`src/rtl/strait_bist_pkg.sv`:
```
// Shared definitions for the STRAIT MAC BIST pattern generator.
//   - bist_state_e   : sequencing FSM states
//   - LFSR_TAPS      : Galois right-shift tap mask for the 16-bit LFSRs
//   - CB_PAT_55/AA   : checkerboard operand patterns (sliced to DATA_W)
//   - DEFAULT_SEED_* : default LFSR start values
//   - lfsr16_step    : one Galois step of a 16-bit LFSR
package strait_bist_pkg;

  typedef enum logic [2:0] {
    ST_IDLE,
    ST_CLEAR,
    ST_RUN,
    ST_DRAIN,
    ST_DONE
  } bist_state_e;

  localparam logic [15:0] LFSR_TAPS      = 16'hB400;
  localparam logic [15:0] CB_PAT_55      = 16'h5555;
  localparam logic [15:0] CB_PAT_AA      = 16'hAAAA;
  localparam logic [15:0] DEFAULT_SEED_A = 16'hACE1;
  localparam logic [15:0] DEFAULT_SEED_B = 16'h1D2C;

  function automatic logic [15:0] lfsr16_step(input logic [15:0] cur);
    return {1'b0, cur[15:1]} ^ (cur[0] ? LFSR_TAPS : 16'h0000);
  endfunction

endpackage

```
`src/rtl/strait_lfsr16.sv`:
```
// 16-bit Galois LFSR with synchronous seed load and step enable.
// Ports:
//   clk   in   system clock, rising edge
//   rst   in   asynchronous active-low reset (state <= SEED)
//   load  in   reload SEED (has priority over en)
//   en    in   advance one Galois step
//   q     out  low OUT_W bits of the LFSR state
module strait_lfsr16
  import strait_bist_pkg::*;
#(
  parameter int unsigned OUT_W = 16,
  parameter logic [15:0] SEED  = DEFAULT_SEED_A
) (
  input  logic             clk,
  input  logic             rst,
  input  logic             load,
  input  logic             en,
  output logic [OUT_W-1:0] q
);

  logic [15:0] state;

  always_ff @(posedge clk or negedge rst) begin
    if (!rst) begin
      state <= SEED;
    end else if (load) begin
      state <= SEED;
    end else if (en) begin
      state <= lfsr16_step(state);
    end
  end

  assign q = state[OUT_W-1:0];

endmodule

```
`src/rtl/strait_bist_pattern_gen.sv`:
```
// STRAIT MAC BIST stimulus and golden-model stage.
// Issues NUM_VECTORS pseudo-random operand pairs to the MAC under test,
// keeps a golden running sum and presents it on `expected`, delayed so it
// lines up with the MAC's accum_out. Sequenced by start/busy/done.
// Optional: define STRAIT_CHECKERBOARD_EN to add `pattern_sel`, selecting a
// 0x55/0xAA checkerboard operand stream instead of the LFSRs.
// Ports:
//   clk         in   system clock, rising edge
//   rst         in   asynchronous active-low reset
//   start       in   run request, honoured only in IDLE
//   pattern_sel in   (STRAIT_CHECKERBOARD_EN only) checkerboard mode, sampled at start
//   a_out       out  operand A
//   b_out       out  operand B
//   valid_out   out  operands valid this cycle
//   acc_clr     out  one-cycle MAC accumulator clear
//   expected    out  golden sum aligned to accum_out
//   cmp_en      out  expected is meaningful
//   busy        out  high outside IDLE
//   done        out  one-cycle end-of-run pulse
module strait_bist_pattern_gen
  import strait_bist_pkg::*;
#(
  parameter int unsigned DATA_W      = 8,
  parameter int unsigned ACC_W       = 32,
  parameter int unsigned NUM_VECTORS = 256,
  parameter int unsigned MAC_LAT     = 2,
  parameter logic [15:0] SEED_A      = DEFAULT_SEED_A,
  parameter logic [15:0] SEED_B      = DEFAULT_SEED_B
) (
  input  logic              clk,
  input  logic              rst,
  input  logic              start,
`ifdef STRAIT_CHECKERBOARD_EN
  input  logic              pattern_sel,
`endif
  output logic [DATA_W-1:0] a_out,
  output logic [DATA_W-1:0] b_out,
  output logic              valid_out,
  output logic              acc_clr,
  output logic [ACC_W-1:0]  expected,
  output logic              cmp_en,
  output logic              busy,
  output logic              done
);

  localparam int unsigned CNT_MAX = (NUM_VECTORS > MAC_LAT) ? NUM_VECTORS : MAC_LAT;
  localparam int unsigned CNT_W   = $clog2(CNT_MAX + 1);
  localparam int unsigned PROD_W  = 2 * DATA_W;
  localparam logic [CNT_W-1:0] LAST_VEC   = CNT_W'(NUM_VECTORS - 1);
  localparam logic [CNT_W-1:0] LAST_DRAIN = CNT_W'(MAC_LAT - 1);

  bist_state_e       state;
  logic [CNT_W-1:0]  cnt;
  logic              launch;
  logic              cb_mode;
  logic              lfsr_en;
  logic [DATA_W-1:0] lfsr_a;
  logic [DATA_W-1:0] lfsr_b;
  logic [DATA_W-1:0] a_next;
  logic [DATA_W-1:0] b_next;
  logic [PROD_W-1:0] prod;
  logic [ACC_W-1:0]  sum;
  logic [ACC_W-1:0]  sum_in;
  logic [ACC_W-1:0]  sum_line [MAC_LAT];
  logic              vld_line [MAC_LAT];

  assign launch = (state == ST_IDLE) && start;

`ifdef STRAIT_CHECKERBOARD_EN
  always_ff @(posedge clk or negedge rst) begin
    if (!rst) begin
      cb_mode <= 1'b0;
    end else if (launch) begin
      cb_mode <= pattern_sel;
    end
  end
`else
  assign cb_mode = 1'b0;
`endif

  // LFSRs are reloaded on the start edge so they hold the seeds during
  // CLEAR; the CLEAR->RUN edge then issues the seed as the first vector.
  assign lfsr_en = !cb_mode &&
                   ((state == ST_CLEAR) || ((state == ST_RUN) && (cnt != LAST_VEC)));

  strait_lfsr16 #(.OUT_W(DATA_W), .SEED(SEED_A)) u_lfsr_a (
    .clk  (clk),
    .rst  (rst),
    .load (launch),
    .en   (lfsr_en),
    .q    (lfsr_a)
  );

  strait_lfsr16 #(.OUT_W(DATA_W), .SEED(SEED_B)) u_lfsr_b (
    .clk  (clk),
    .rst  (rst),
    .load (launch),
    .en   (lfsr_en),
    .q    (lfsr_b)
  );

  always_comb begin
    a_next = lfsr_a;
    b_next = lfsr_b;
`ifdef STRAIT_CHECKERBOARD_EN
    if (cb_mode) begin
      if ((state == ST_CLEAR) || (a_out != CB_PAT_55[DATA_W-1:0])) begin
        a_next = CB_PAT_55[DATA_W-1:0];
      end else begin
        a_next = CB_PAT_AA[DATA_W-1:0];
      end
      b_next = ~a_next;
    end
`endif
  end

  assign prod   = PROD_W'(a_out) * PROD_W'(b_out);
  assign sum_in = valid_out ? (sum + ACC_W'(prod)) : sum;

  always_ff @(posedge clk or negedge rst) begin
    if (!rst) begin
      state     <= ST_IDLE;
      cnt       <= '0;
      a_out     <= '0;
      b_out     <= '0;
      valid_out <= 1'b0;
      acc_clr   <= 1'b0;
      busy      <= 1'b0;
      done      <= 1'b0;
      sum       <= '0;
    end else begin
      acc_clr <= 1'b0;
      done    <= 1'b0;
      sum     <= sum_in;
      case (state)
        ST_IDLE: begin
          if (start) begin
            state   <= ST_CLEAR;
            acc_clr <= 1'b1;
            busy    <= 1'b1;
            sum     <= '0;
          end
        end
        ST_CLEAR: begin
          state     <= ST_RUN;
          cnt       <= '0;
          sum       <= '0;
          valid_out <= 1'b1;
          a_out     <= a_next;
          b_out     <= b_next;
        end
        ST_RUN: begin
          if (cnt == LAST_VEC) begin
            state     <= ST_DRAIN;
            cnt       <= '0;
            valid_out <= 1'b0;
          end else begin
            cnt   <= cnt + CNT_W'(1);
            a_out <= a_next;
            b_out <= b_next;
          end
        end
        ST_DRAIN: begin
          if (cnt == LAST_DRAIN) begin
            state <= ST_DONE;
            done  <= 1'b1;
          end else begin
            cnt <= cnt + CNT_W'(1);
          end
        end
        ST_DONE: begin
          state <= ST_IDLE;
          busy  <= 1'b0;
        end
        default: begin
          state <= ST_IDLE;
        end
      endcase
    end
  end

  // Stage 0 captures the post-accumulate sum in the issue cycle, so the
  // last stage shows it MAC_LAT cycles after valid_out. Outside a run the
  // sum is constant, so expected naturally holds its final value in IDLE.
  always_ff @(posedge clk or negedge rst) begin
    if (!rst) begin
      for (int unsigned i = 0; i < MAC_LAT; i++) begin
        sum_line[i] <= '0;
        vld_line[i] <= 1'b0;
      end
    end else if (launch || (state == ST_CLEAR)) begin
      for (int unsigned i = 0; i < MAC_LAT; i++) begin
        sum_line[i] <= '0;
        vld_line[i] <= 1'b0;
      end
    end else begin
      sum_line[0] <= sum_in;
      vld_line[0] <= valid_out;
      for (int unsigned i = 1; i < MAC_LAT; i++) begin
        sum_line[i] <= sum_line[i-1];
        vld_line[i] <= vld_line[i-1];
      end
    end
  end

  assign expected = sum_line[MAC_LAT-1];
  assign cmp_en   = vld_line[MAC_LAT-1];

endmodule

```
`config.mk`:
```
export PLATFORM = sky130hd
export DESIGN_NAME = strait_bist_pattern_gen
export DESIGN_NICKNAME = d
export VERILOG_FILES = /design/src/rtl/strait_bist_pkg.sv /design/src/rtl/strait_lfsr16.sv /design/src/rtl/strait_bist_pattern_gen.sv
export SDC_FILE = /design/constraint.sdc
export NUM_CORES = 1
export LEC_CHECK = 0
export BUFFER_PORTS_ARGS = -buffer_cell sky130_fd_sc_hd__buf_2
export CAP_MARGIN = 30
export CORE_ASPECT_RATIO = 1.2
export CORE_UTILIZATION = 55
export DETAILED_ROUTE_END_ITERATION = 7
export GPL_TIMING_DRIVEN = 0
export MAX_ROUTING_LAYER = met4
export PLACE_DENSITY = 0.79
export SYNTH_ARGS = -nofsm -noshare
export SYNTH_HDL_FRONTEND = slang
export SYNTH_SLANG_ARGS = --single-unit
```
`constraint.sdc`:
```
create_clock -name clk -period 6.5 [get_ports clk]
set_clock_uncertainty 0.15 [all_clocks]
set_input_delay 1.3 -clock clk [delete_from_list [all_inputs] [get_ports clk]]
set_output_delay 1.3 -clock clk [all_outputs]
set_load 0.01 [all_outputs]
```
==> results of run 1 <==
registers in the layout, summed over array words and instances, names as in the netlist, 3 cells and up:
register	count
a_out	8
u_lfsr_a.state	16
b_out	8
sum_line	32
sum	32
state	3
cnt	9
expected	32
u_lfsr_b.state	16
worst register-to-register path: stages, from the launching register on:
cell and delay (ps):
dfrtp_1 340, clkbuf_1 440, nand2_1 160, fa_1 530, inv_1 60, fa_1 500, inv_1 50, fa_1 460
fa_1 540, inv_1 40, ha_1 350, nand2_2 80, o21ai_0 270, a211o_1 280, nor4b_4 380, o211ai_1 170
xor2_1 240, nor2_1 70
layer usage:
metal	vias to the layer above	share of wire, %	global-route usage (%)
li1	3068	-	-
met1	3044	45	28.42
met2	130	49	37.30
met3	25	3.6	3.554
met4	0	2.0	9.211
met5	-	0	-
Yosys cell counts, types with 27 or more instances:
library cell,number,area (um^2)
a21oi_1,39,195.2
and2_1,73,456.7
buf_4,32,240.2
clkbuf_1,27,101.4
dfrtp_1,147,3679
fa_1,50,1001
ha_1,45,563.0
inv_1,107,401.6
nand2_1,143,536.8
nand3_1,27,135.1
nor2_1,65,244.0
o21ai_0,32,160.2
cells by family after synthesis:
logic type | Yosys count
adder cells (fa/ha/maj) | 95
flip-flops | 162
XOR/XNOR | 34
buffers and inverters | 172
AO/OA/AOI/OAI | 103
AND/OR/NAND/NOR | 350
multiplexers | 14
worst paths after layout:
check / startpoint / endpoint / slack [ps] / cells past startpoint
worst max register to register: b_out[0] / sum[27] / 1260 / 17
worst min register to register: sum_line[60] / expected[28] / 300 / 1
worst max-delay path: b_out[0] / sum[27] / 1260 / 17
worst min-delay path: sum_line[60] / expected[28] / 300 / 1
min in group asynchronous: rst / cnt[0] / 680 / 1
max in group asynchronous: rst / sum[4] / 4660 / 2
cell type report:
type / count / area, um^2 / area share [%]
clock buffers: 18 / 429.2 / 4.181
clock inverters: 14 / 150.1 / 1.463
repair buffers: 56 / 309.0 / 3.011
flip-flops and latches: 162 / 4073 / 39.68
well taps: 212 / 265.3 / 2.584
multi-input cells: 596 / 4268 / 41.58
inverters: 107 / 401.6 / 3.913
plain buffers: 65 / 369.1 / 3.596
power breakdown:
| part | switching, uW | total (uW) | internal, uW |
|---|---|---|---|
| sequential | 0 | 1010 | 1010 |
| clock | 434 | 976 | 541 |
| combinational | 18.8 | 21.3 | 2.56 |
| total | 453 | 2010 | 1550 |
through the flow:
| step | hold WS (ps) | worst slack [ps] | std cells |
|---|---|---|---|
| floorplan | 277.7 | 1821 | 930 |
| global placement | 279.5 | 1404 | 1197 |
| detailed placement | 283.1 | 1334 | 1198 |
| CTS | 299.8 | 1289 | 1230 |
| global route | 306.7 | 981.9 | 1230 |
| finish | 297.3 | 1264 | 1230 |
==> flow_summary.yaml, run 1 <==
layout:
  fillers: 1349
  stdcell_area_um2: 10260
  final_util_pct: 63.33
  finalNetCount: 1103
  syn2layout_area_growth_pct: 12.66
  diodes: 0
  layout_commonest_cell: "dfrtp_1"
  drive_above_1_share_pct: 14.54
  final_cell_mix: "dfrtp_1 (147), nand2_1 (143), inv_1 (107)"
timing:
  slew_headroom_pct: 46.97
  report.final.setup_viol: 0
  slew_viol_final: 0
  fin_crit_sh_pct: 80.55
  finalHoldViolCount: 0
  fmax_mhz: 191.0
  rsz0062_at_grt: "false"
  final.min_clock_period_ps: 5236
  worst-slew-pin-transition_ps: 795.4
  finalSetupTns_ps: 0
floorplan:
  io_pins: 56
  die_h_um: 143.0
  die_x_um: 119.5
  core_um2: 16210
  start_util_pct: 56.21
  die_area_um2: 17090
  rows: 51
global_route:
  overflow: 0
  grtUsageTotal_pct: 22.78
  antenna_found_initial: 0
  grt_max_degree: 106
  grt_pass1_wl_um: 29390
  grt_pass1_vias: 6170
synthesis:
  synth_mux_area_share_pct: 1.538
  avgSynthCellArea_um2: 9.797
  synth_seq_area_share_pct: 44.70
  synth_seq_cells: 162
  synth_edf_count: 0
  synth_fa_ha_area_share_pct: 17.17
  synthCells: 930
  synth_flop_cell: "dfrtp_1"
  synth_cell_types: 47
  ys_warn_count: 0
  async_flop_share_pct: 100.0
  netlist_area_um2: 9111
  synth_compound_area_share_pct: 6.564
  syn-num-nets: 1028
  synthSimpleGateAreaFrac_pct: 18.31
  synthXorXnorAreaFrac_pct: 3.268
  synth_top_family_by_area: "simple AND/OR/NAND/NOR gates"
power_and_ir_drop:
  p_total_uw: 2006
  cellLeakagePower_uw: 0.005362
  ir_drop_uv: 153.1
  cellPowerDensity_nw_per_um2: 195.4
placed_design:
  gp_congestion: 0.9009
  dpl_cell_area_um2: 9686
  io_buffers: 55
  dp_hpwl_um: 12680
drt:
  wl_per_cell_um: 14.01
  drtAntennaViolNets: 0
  drt_wl_total_um: 17230
  num_vias: 6267
  drtPass1Iterations: 5
  via_per_inst: 5.095
  drcViolationCount: 0
  initialDrtViolationCount: 326
clocking:
  cts_buffers: 17
  cts_tree: "built"
  clk_pin_slew_ps: 70
  worstSkewPairLatency_ps: 430
  cts_root_buf: "clkbuf_16"
  ctsHoldBuffers: 0
  htree_levels: 4
  postCtsResizedCells: 0
  clk_path_buf_depth: 2
  cts_setup_buffers: 0
  cts.sink_count: 162
status:
  status: "finished, final reports clean"
setup_path:
  worstSetupPathType: "flip-flop to flip-flop"
  start_kind: "flip-flop"
  crit_path_end_kind: "flip-flop"
  cpMostUsedCell: "fa_1"
  cp_num_buf_inv: 4
  worstPathRequired_ps: 6640
  slowest_delay_ps: 540
  cp_max_fo: 9
  critical_path.top_delay_family: "adder cells"
  path_cells: "clkbuf_1, nand2_1, fa_1, inv_1, fa_1, inv_1, fa_1, fa_1, inv_1, ha_1, nand2_2, o21ai_0, a211o_1, nor4b_4, o211ai_1, xor2_1, nor2_1"
  arrival_ps: 5380
  slowest_stage: "fa_1"
run:
  cap_violations: 0
worst_hold_path:
  hp-class: "flip-flop to flip-flop"
Note: power is estimated with default switching activity, not from simulation.
==> inputs of run 2 (changes only) <==
- ABC_AREA: not set -> 1
- PLACE_DENSITY: 0.79 -> 0.82
- clock period: 6.5 -> 4.8 ns (I/O delays scaled with it)
==> run 2 against run 1 <==
Global-route usage rose by 2.5 points; critical endpoint is now sum_line[46]; via count rose by 21%; routed wire length rose by 24%; worst setup slack got worse by 1000 ps; synthesized cell count rose by 29%; count of clock-buffer cells in the layout rose by 2; final cell count rose by 22%; non-clock buffer count rose by 1; utilization fell by 0.31 points; critical path type unchanged; maximum frequency rose by 16%.
==> flow_summary.yaml, run 2 <==
synthesis:
  synth_edf_count: 0
  synthCells: 1199
  synth_top_family_by_area: "simple AND/OR/NAND/NOR gates"
  netlist_area_um2: 9881
  synth_top_cell_by_area: "dfrtp_1"
  synth_seq_area_share_pct: 41.22
  synth_top_area_share_pct: 37.23
  synth_common_cells: "nand2_1 (278), inv_1 (265), dfrtp_1 (147), nor2_1 (109), a21oi_1 (54)"
  synth_compound_area_share_pct: 7.104
  synth_flop_cell: "dfrtp_1"
  synthSimpleGateAreaFrac_pct: 19.59
  synthXorXnorAreaFrac_pct: 1.152
  async_flop_share_pct: 100.0
  ys_warn_count: 0
  synth_cell_types: 43
  syn-num-nets: 1297
  synth_seq_cells: 162
  synth_mux_area_share_pct: 0
  avgSynthCellArea_um2: 8.241
  synth_fa_ha_area_share_pct: 15.83
  synthTopCellsByArea: "dfrtp_1 (37%), nand2_1 (11%), fa_1 (10%)"
  yosysMostFrequentCell: "nand2_1"
layout:
  final_cell_mix: "nand2_1 (277), inv_1 (265), dfrtp_1 (133)"
  drive_above_1_share_pct: 16.59
  final_util_pct: 63.02
  final_cells: 1498
  layout_commonest_cell: "nand2_1"
  syn2layout_area_growth_pct: 12.08
  finalNetCount: 1363
  stdcell_area_um2: 11070
  diodes: 0
floorplan:
  die_area_um2: 18510
  core_um2: 17570
  die_x_um: 124.4
  die_h_um: 148.8
  start_util_pct: 56.23
  rows: 53
  io_pins: 56
global_route:
  antenna_found_initial: 0
  overflow: 0
  grt_pass1_wl_um: 35980
  grt_max_degree: 85
  grt_pass1_vias: 7556
  grtUsageTotal_pct: 25.30
placed_design:
  dp_hpwl_um: 15940
  gp_congestion: 0.9088
  io_buffers: 55
  place_inst: 1475
  dpl_cell_area_um2: 10470
  post-place-ws_ps: -98.23
drt:
  drt_wl_total_um: 21330
  drtAntennaViolNets: 0
  wl_per_cell_um: 14.24
  num_vias: 7596
  drcViolationCount: 0
  initialDrtViolationCount: 454
  via_per_inst: 5.071
  drtPass1Iterations: 7
setup_path:
  crit_path_end_kind: "flip-flop"
  worstSetupPathType: "flip-flop to flip-flop"
  worstPathRequired_ps: 4960
  arrival_ps: 4690
  cp_max_fo: 9
  start_kind: "flip-flop"
worst_hold_path:
  hp-class: "flip-flop to flip-flop"
clocking:
  cts_root_buf: "clkbuf_16"
  cts_tree: "built"
  htree_levels: 4
  cts.sink_count: 162
  cts_buffers: 17
  clk_pin_slew_ps: 70
  worstSkewPairLatency_ps: 440
  clk_path_buf_depth: 2
timing:
  slew_viol_final: 0
  slew_headroom_pct: 52.69
  final.min_clock_period_ps: 4531
  finalHoldViolCount: 0
  fin_crit_sh_pct: 94.40
  final.setup.worst_slack_ps: 268.8
  worst-slew-pin-transition_ps: 709.7
  report.final.setup_viol: 0
  rsz0062_at_grt: "false"
  fmax_mhz: 220.7
run:
  cap_violations: 0
status:
  status: "finished, final reports clean"
==> run 2: cell types whose count changed after synthesis, moves of 7 or more <==
cell	before	now
nand2_1	143	278
and2_1	73	2
buf_2	4	11
mux2i_1	14	0
inv_1	107	265
nand3_1	27	50
o22ai_2	0	8
a21oi_1	39	54
a211oi_1	3	12
xor2_1	19	2
o21ai_0	32	19
and3_1	12	0
nor2_1	65	109
==> run 2: metrics by stage <==
step | hold slack, ps | setup TNS [ps]
floorplan | 292.2 | 0
global placement | 299.3 | -142.9
detailed placement | 308.5 | -557.5
CTS | 316.5 | 0
global route | 329.2 | 0
finish | 314.4 | 0
==> run 2: final cells by class <==
class	instances	area, um^2
well taps	220	275.3
plain buffers	60	420.4
clock buffers	20	446.7
flip-flops and latches	162	4090
clock inverters	12	100.1
multi-input cells	691	4368
inverters	271	1020
fillers	1477	6499
repair buffers	62	354.1
==> run 2: critical path, stage by stage, from the launching register on <==
cell	delay, ps
dfrtp_1	390
clkbuf_4	200
nand2_1	80
inv_1	50
fa_1	470
fa_1	540
inv_1	50
fa_1	500
fa_1	560
inv_1	50
ha_2	360
nand2_1	130
nor2_1	180
inv_1	90
nor3_2	240
nor2_1	60
nand2_1	60
nand3_1	90
nand2_1	120
nor2_1	50
==> run 2: repair_timing <==
| item | 4_1_cts | 5_1_grt |
|---|---|---|
| buffers inserted | 0 | 6 |
| hold buffers | 0 | 0 |
| setup endpoints to repair | 33 | 46 |
| resized for setup | 1 | 28 |
==> run 2: routing by layer <==
layer	vias up	wire length [um]	track usage, %
met2	196	10900	44.01
met3	38	991	4.376
li1	3703	-	-
met4	0	461	7.651
met1	3659	8985	30.10
met5	-	0	-
==> run 2: cell families (layout without fill, tap and decap cells) <==
family	after synthesis	after routing
AOI/OAI and AO/OA	114	114
xor gates and xnor gates	13	13
adders and majority gates	95	95
buffers and inverters	346	425
DFF	162	162
and+or+nand+nor	469	469
==> run 2: worst paths after layout <==
| kind | slack, ps | endpoint | startpoint | cells past startpoint |
|---|---|---|---|---|
| min in group asynchronous | 390 | expected[21] | rst | 1 |
| max reg2reg | 270 | sum_line[46] | b_out[5] | 19 |
| max | 270 | sum_line[46] | b_out[5] | 19 |
| max in group asynchronous | 3180 | a_out[3] | rst | 2 |
| min reg2reg | 310 | expected[25] | sum_line[57] | 2 |
| min | 310 | expected[25] | sum_line[57] | 2 |
Power of run 2 is not shown: default switching activity piles up to over one toggle a cycle in this logic, so the estimate is an artifact.
==> inputs of run 3 (changes only) <==
- CORE_UTILIZATION: 55 -> 56
- PLACE_DENSITY: 0.82 -> 0.83
==> run 3 against run 2 <==
First-iteration DRC count shrank 8.8%; cell area up 0.20%; hold slack gained 2.1 ps; largest cell class unchanged; highest routed layer unchanged.
==> flow_summary.yaml, run 3 (same netlist as run 2, synthesis figures left out) <==
status:
  status: "finished, final reports clean"
floorplan:
  die_x_um: 123.3
  start_util_pct: 57.96
  rows: 52
  die_area_um2: 18180
  io_pins: 56
  core_um2: 17050
  die_h_um: 147.5
drt:
  drtAntennaViolNets: 0
  num_vias: 7485
  initialDrtViolationCount: 414
  drcViolationCount: 0
  drtPass1Iterations: 5
  via_per_inst: 4.987
  wl_per_cell_um: 13.89
  drt_wl_total_um: 20850
placed_design:
  post-place-ws_ps: -141.8
  io_buffers: 55
  place_inst: 1471
  dpl_cell_area_um2: 10460
  gp_congestion: 0.9122
  dp_hpwl_um: 15570
layout:
  final_util_pct: 65.10
  drive_above_1_share_pct: 16.73
  layout_commonest_cell: "nand2_1"
  stdcell_area_um2: 11100
  final_cell_mix: "nand2_1 (276), inv_1 (265), dfrtp_1 (134)"
  finalNetCount: 1370
  final_cells: 1501
  diodes: 0
  syn2layout_area_growth_pct: 12.31
timing:
  worst-slew-pin-transition_ps: 665.2
  slew_headroom_pct: 55.65
  final.min_clock_period_ps: 4595
  finalHoldViolCount: 0
  slew_viol_final: 0
  fin_crit_sh_pct: 95.74
  final.setup.worst_slack_ps: 204.6
  report.final.setup_viol: 0
  fmax_mhz: 217.6
global_route:
  antenna_found_initial: 0
  grtUsageTotal_pct: 25.92
  grt_max_degree: 94
  overflow: 0
  grt_pass1_wl_um: 35210
  grt_pass1_vias: 7471
clocking:
  cts_root_buf: "clkbuf_16"
  cts_buffers: 17
  clk_path_buf_depth: 2
  htree_levels: 4
  worstSkewPairLatency_ps: 430
  clk_pin_slew_ps: 70
  cts.sink_count: 162
  cts_tree: "built"
run:
  cap_violations: 0
setup_path:
  worstPathRequired_ps: 4940
  cp_max_fo: 9
  arrival_ps: 4740
  crit_path_end_kind: "flip-flop"
  start_kind: "flip-flop"
  worstSetupPathType: "flip-flop to flip-flop"
worst_hold_path:
  hp-class: "flip-flop to flip-flop"
==> run 3: final timing paths <==
check,start,end,slack (ps),depth (start not counted)
min reg2reg,sum_line[44],expected[12],320,2
max,a_out[3],sum_line[44],200,18
min in group asynchronous,rst,cnt[3],370,1
max in group asynchronous,rst,sum[31],3270,2
min,sum_line[44],expected[12],320,2
max reg2reg,a_out[3],sum_line[44],200,18
==> run 3: per-stage QoR <==
step                      hold slack, ps  TNS (ps)
after floorplan                    292.2         0
after global routing               331.2    -84.35
after global placement             299.1    -230.8
after detailed placement           308.1    -729.7
after CTS                          319.9         0
final                              316.5         0
==> run 3: final cells by class <==
class,instances,area (um^2)
timing repair buffer,70,414.1
multi-input combinational,691,4344
buffer,59,412.9
inverter,271,1020
clock inverter,13,103.9
clock buffer,19,442.9
sequential,162,4089
tap,216,270.3
fill,1421,5949
==> run 3: per-layer routing <==
metal  global-route usage [%]  routed length (um)
met1                    32.13                8802
met2                    42.46               10520
met3                    4.784                1083
met4                    8.855                 439
met5                        -                   0
==> run 3: critical path: stages, from the launching register on <==
cell and delay [ps]:
dfrtp_2 490, nand2_1 110, inv_1 60, fa_1 500, fa_1 530, fa_1 550
inv_1 60, fa_1 520, inv_1 40, ha_1 350, nand2_1 170, inv_1 60
nand2_1 60, nand2_1 80, inv_1 70, nand3_1 150, or2_2 310, nand3_1 90
a21oi_1 120
==> run 3: repair_timing <==
| action | CTS | global route |
|---|---|---|
| pin swaps | 0 | 0 |
| hold buffers | 0 | 0 |
| setup endpoints to repair | 22 | 45 |
| resized for setup | 2 | 19 |
| setup buffers | 0 | 14 |
Power of run 3 is left out for the same reason.
